`src/rtl/dense1_ctrl.sv`:
```
// dense1_ctrl: frame sequencer for the dense1 serializer (load pulse, beat count, ack wait, one queued request).
// Optional watchdog built only when DENSE1_CTRL_WATCHDOG_EN is defined; otherwise err_timeout is tied to 0.
module dense1_ctrl #(
   parameter int N_OUT       = 120,
   parameter int CNT_W       = 7,
   parameter int FCNT_W      = 16,
   parameter int TIMEOUT_CYC = 512
) (
   input  logic              clk,
   input  logic              rst,
   input  logic              start,
   output logic              ser_ena,
   input  logic              ser_frame_start,
   input  logic              ser_valid,
   input  logic              ser_frame_end,
   input  logic              ds_ack,
   output logic              busy,
   output logic              pending,
   output logic              done,
   output logic [CNT_W-1:0]  beat_cnt,
   output logic [FCNT_W-1:0] frame_cnt,
   output logic              err_len,
   output logic              err_overrun,
   output logic              err_timeout
);

   typedef enum logic [2:0] {S_IDLE, S_LOAD, S_STREAM, S_DRAIN, S_DONE} state_e;

   localparam logic [CNT_W-1:0] CNT_MAX = {CNT_W{1'b1}};
   localparam logic [CNT_W-1:0] N_OUT_C = CNT_W'(N_OUT);

   state_e              state_q, state_d;
   logic                pending_q, pending_d;
   logic [CNT_W-1:0]    beat_cnt_q, beat_cnt_d;
   logic [FCNT_W-1:0]   frame_cnt_q;
   logic                ser_ena_q, busy_q, done_q;
   logic                err_len_q, err_overrun_q;
   logic                len_bad, overrun;

   // The serializer's frame_start strobe is informational only.
   logic unused_frame_start;
   assign unused_frame_start = ser_frame_start;

`ifdef DENSE1_CTRL_WATCHDOG_EN
   localparam int             WD_W     = $clog2(TIMEOUT_CYC);
   localparam logic [WD_W-1:0] WD_LIMIT = WD_W'(TIMEOUT_CYC - 1);
   logic [WD_W-1:0] wd_cnt_q, wd_cnt_d;
   logic            wd_active, timeout, err_timeout_q;
`else
   logic unused_timeout_cfg;
   assign unused_timeout_cfg = ^TIMEOUT_CYC;
`endif

   always_comb begin
      // NOTE: every signal assigned here gets a default first, so no path can infer a latch.
      state_d    = state_q;
      pending_d  = pending_q;
      beat_cnt_d = beat_cnt_q;
      len_bad    = 1'b0;
      overrun    = 1'b0;
      case (state_q)
         S_IDLE:   if (start) state_d = S_LOAD;
         S_LOAD:   state_d = S_STREAM;
         S_STREAM: begin
            if ((ser_valid || ser_frame_end) && beat_cnt_q != CNT_MAX)
               beat_cnt_d = beat_cnt_q + 1'b1;
            // The frame_end beat is already folded into beat_cnt_d; an ack in the same cycle skips DRAIN.
            if (ser_frame_end) begin
               len_bad = (beat_cnt_d != N_OUT_C);
               state_d = ds_ack ? S_DONE : S_DRAIN;
            end
         end
         S_DRAIN:  if (ds_ack) state_d = S_DONE;
         S_DONE: begin
            pending_d = 1'b0;
            state_d   = (pending_q || start) ? S_LOAD : S_IDLE;
         end
         default:  state_d = S_IDLE;
      endcase

      // A start in DONE with nothing queued is consumed directly by the DONE->LOAD decision above.
      if (start && state_q != S_IDLE) begin
         if (pending_q)
            overrun = 1'b1;
         else if (state_q != S_DONE)
            pending_d = 1'b1;
      end

`ifdef DENSE1_CTRL_WATCHDOG_EN
      wd_active = (state_q == S_STREAM) || (state_q == S_DRAIN);
      timeout   = 1'b0;
      wd_cnt_d  = wd_cnt_q + 1'b1;
      if (wd_active && !ser_valid && !ds_ack && state_d == state_q && wd_cnt_q == WD_LIMIT) begin
         timeout   = 1'b1;
         state_d   = S_IDLE;
         pending_d = 1'b0;
      end
      if (!wd_active || ser_valid || ds_ack || state_d != state_q)
         wd_cnt_d = '0;
`endif

      if (state_d == S_LOAD)
         beat_cnt_d = '0;
   end

   always_ff @(posedge clk or posedge rst) begin
      if (rst) begin
         state_q       <= S_IDLE;
         pending_q     <= 1'b0;
         beat_cnt_q    <= '0;
         frame_cnt_q   <= '0;
         ser_ena_q     <= 1'b0;
         busy_q        <= 1'b0;
         done_q        <= 1'b0;
         err_len_q     <= 1'b0;
         err_overrun_q <= 1'b0;
`ifdef DENSE1_CTRL_WATCHDOG_EN
         wd_cnt_q      <= '0;
         err_timeout_q <= 1'b0;
`endif
      end else begin
         // NOTE: state registers use non-blocking assignment so every flop samples pre-edge values.
         state_q       <= state_d;
         pending_q     <= pending_d;
         beat_cnt_q    <= beat_cnt_d;
         ser_ena_q     <= (state_d == S_LOAD);
         busy_q        <= (state_d != S_IDLE);
         done_q        <= (state_d == S_DONE);
         if (state_d == S_DONE)
            frame_cnt_q <= frame_cnt_q + 1'b1;
         err_len_q     <= err_len_q | len_bad;
         err_overrun_q <= err_overrun_q | overrun;
`ifdef DENSE1_CTRL_WATCHDOG_EN
         wd_cnt_q      <= wd_cnt_d;
         err_timeout_q <= err_timeout_q | timeout;
`endif
      end
   end

   assign ser_ena     = ser_ena_q;
   assign busy        = busy_q;
   assign pending     = pending_q;
   assign done        = done_q;
   assign beat_cnt    = beat_cnt_q;
   assign frame_cnt   = frame_cnt_q;
   assign err_len     = err_len_q;
   assign err_overrun = err_overrun_q;
`ifdef DENSE1_CTRL_WATCHDOG_EN
   assign err_timeout = err_timeout_q;
`else
   assign err_timeout = 1'b0;
`endif

endmodule
```
`config.mk`:
```
export PLATFORM = sky130hd
export DESIGN_NAME = dense1_ctrl
export DESIGN_NICKNAME = d
export VERILOG_FILES = /design/src/rtl/dense1_ctrl.sv
export SDC_FILE = /design/constraint.sdc
export NUM_CORES = 1
export LEC_CHECK = 0
export ABC_CLOCK_PERIOD_IN_PS = 2000
export BUFFER_PORTS_ARGS = -buffer_cell sky130_fd_sc_hd__buf_2
export CORE_MARGIN = 5
export CORE_UTILIZATION = 47
export CTS_CLUSTER_SIZE = 8
export DETAILED_ROUTE_END_ITERATION = 10
export GPL_TIMING_DRIVEN = 0
export HOLD_SLACK_MARGIN = 0.05
export PLACE_DENSITY_LB_ADDON = 0.1
export SKIP_CTS_REPAIR_TIMING = 1
export SLEW_MARGIN = 10
export SYNTH_ARGS = -nofsm -noshare
export SYNTH_HDL_FRONTEND = slang
export SYNTH_SLANG_ARGS = --single-unit
export TNS_END_PERCENT = 20
```
`constraint.sdc`:
```
create_clock -name clk -period 2 [get_ports clk]
set_clock_uncertainty 0.1 [all_clocks]
set_input_delay 0.1 -clock clk [delete_from_list [all_inputs] [get_ports clk]]
set_output_delay 0.1 -clock clk [all_outputs]
set_load 0.02 [all_outputs]
```
==> results.toml <==
[yosys]
synth_fp_nets = 150
seq_area_frac_synth_pct = 53.2
yosysUniqueCellTypes = 35
yosys_warnings = 0
ys.flop_type = "dfrtp_1"
synth_enable_flop_cells = 0
synthCells = 141
synth_area_leaders = "dfrtp_1, xnor2_1, nor2_1"
ys_ff_latch = 32
synth-async-reset-ratio_pct = 100
synth_top_area_cell = "dfrtp_1"
synth_area_um2 = 1510
syn_avg_cell_area_um2 = 10.7
synth_top_area_share_pct = 53.2

[timing]
period_share_pct = 99.2
maxSlewHeadroom_pct = 57.5
setup-tns-final_ns = 0
slew_violations = 0
fmaxAchievable_mhz = 504
rsz0062_at_grt = "yes"
setup-violations-final = 0
hold_viol_final = 0
hold_slack_ns = 0.0476
worst_pin_slew_ns = 0.636
fin_crit_ns = 1.98

[global_routing]
grt_pass1_wl_mm = 5.13
antenna_found_initial = 0
grt_max_degree = 33
track_usage_pct = 15.7
grt_pass1_vias = 1140
grt_overflow = 0

[critical_path]
cp_slowest_cell = "dfrtp_2"
cpLargestDelayFamily = "compound AO/OA/AOI/OAI gates"
reg2reg_slack_ns = 0.02
cp_cell_sequence = "ha_4 > and4_4 > and2_1 > o22a_1 > a221o_1 > a31o_2"
start_kind = "register"
crit_arrival_ns = 2.11
path_max_fanout = 7
reg2reg_depth = 6
r2r-start = "beat_cnt[1]$_DFFE_PP0P_"
reg2reg_to = "err_len$_DFF_PP0_"
crit_buf_inv = 0
crit_path_max_incr_delay_ns = 0.47
critPathKind = "register to register"
cp.required_ns = 2.12
end_kind = "register"

[clock_tree]
cts_buffer_depth = 2
clk_latency_ns = 0.34
cts_inserted_buffers = 5
cts-root-buf = "clkbuf_4"
h-tree-depth = 2
cts_tree = "built"
cts.clk_slew.worst_paths_ns = 0.10
cts_sinks = 32

[power]
p_leak_nw = 0.895
totalPowerFinal_mw = 2.13
power.density_nw_per_um2 = 1130
ir_drop_uv = 630

[routing]
wire_per_inst_um = 13.2
drt_iter0_drc = 46
drt-total-wl_mm = 3.07
vias = 1185
firstDrtPassIters = 4
drc = 0
vias_per_cell = 5.09
drt.antenna.violating_nets = 0

[cells_and_area]
instances_no_fill = 233
insertedDiodeCount = 0
final_nets = 197
final_cell_mix = "buf_2, dfrtp_1, nor2_1"
syn_to_final_growth_pct = 24.9
final_common_cell = "buf_2"
post_route_cells_drive_above_1_share_pct = 30.7

[worst_hold_path]
hold_class = "input port to register"
hold_depth = 3
hp-start = "ds_ack"
min_to = "state_q[2]$_DFF_PP0_"

[placement]
placed_cells = 219
io_buffers = 34
gp_congestion = 0.797
dpl.hpwl_mm = 2.27

[status]
status = "completed"

[floorplan]
rows = 20
fp.dieArea_um2 = 4440
start_util_pct = 49.3
ios = 37
die_h_um = 66.6
core_area_um2 = 3050
die_w_um = 66.6

[flow_run]
maxCapViolCount = 0
per-stage QoR:
stage | utilization (%) | area, um2 | worst slack, ns
finish | 61.6 | 1880 | 0.0162
global route | 61.6 | 1880 | -0.0383
CTS | 59.6 | 1820 | -0.0492
detailed placement | 57.0 | 1740 | -0.0257
global placement | 57.0 | 1740 | 0.00214
floorplan | - | 1510 | 0.0108
sequential cells by signal, summed over array words and instances (netlist names):
register / cells
done: 1
err_overrun: 1
state_q: 3
busy: 1
pending: 1
err_len: 1
ser_ena: 1
beat_cnt: 7
frame_cnt: 16
power breakdown:
part           switching [mW]  internal, mW
combinational           0.406         0.287
sequential              0.165         0.780
clock                   0.229         0.261
total                   0.799          1.33
routing by layer:
layer	global-route usage, %	up-vias	wire, um
met1	20.1	557	1420
met3	6.75	8	200
li1	-	586	-
met4	5.33	0	60
met2	23.8	34	1390
met5	0	-	0
Yosys cell counts (2+ instances only):
cell and number:
nand4_1 7, inv_1 3, xnor2_1 13, ha_1 2, xor2_1 6, a21oi_1 4, nand2b_1 3, nor2_1 18
and3_1 5, or2_2 2, mux2i_1 3, nand3_1 7, dfrtp_1 32, nor3_1 4, and2_1 2, nand2_1 11
cells by family (layout without fill, tap and decap cells):
kind of cell    after synthesis  after routing  synth area share, %
mux                           4              4                 2.74
other cells                   1              1                0.249
simple gates                 67             67                 23.1
compound gates               12             12                 6.81
fa+ha+maj                     2              2                 1.66
buf+inv                       4             52                 1.25
xor+xnor                     19             19                 11.0
flops                        32             32                 53.2
cell type report:
type,instances,area (um2)
Fill cell,270,1170
Sequential cell,32,803
Multi-Input combinational cell,105,702
Timing Repair Buffer,40,223
Tap cell,44,55.1
Clock inverter,3,42.5
Clock buffer,5,37.5
Inverter,3,11.3
Buffer,1,7.51
worst max path at each step:
stage | startpoint | to | slack (ns) | cells past startpoint
after floorplan | beat_cnt[0]$_DFFE_PP0P_ | err_len$_DFF_PP0_ | 0.01 | 6
after global placement | beat_cnt[0]$_DFFE_PP0P_ | err_len$_DFF_PP0_ | 0.002 | 6
after detailed placement | beat_cnt[0]$_DFFE_PP0P_ | err_len$_DFF_PP0_ | -0.03 | 6
after CTS | beat_cnt[0]$_DFFE_PP0P_ | err_len$_DFF_PP0_ | -0.05 | 6
after global routing | beat_cnt[1]$_DFFE_PP0P_ | beat_cnt[4]$_DFFE_PP0P_ | -0.04 | 6
final | beat_cnt[1]$_DFFE_PP0P_ | err_len$_DFF_PP0_ | 0.02 | 6
worst register-to-register path, cell delays in order, from the launching register on:
cell and delay, ns:
dfrtp_2 0.47, ha_4 0.20, and4_4 0.21, and2_1 0.19
o22a_1 0.17, a221o_1 0.30, a31o_2 0.25
Power figures use the tool's default switching activity.
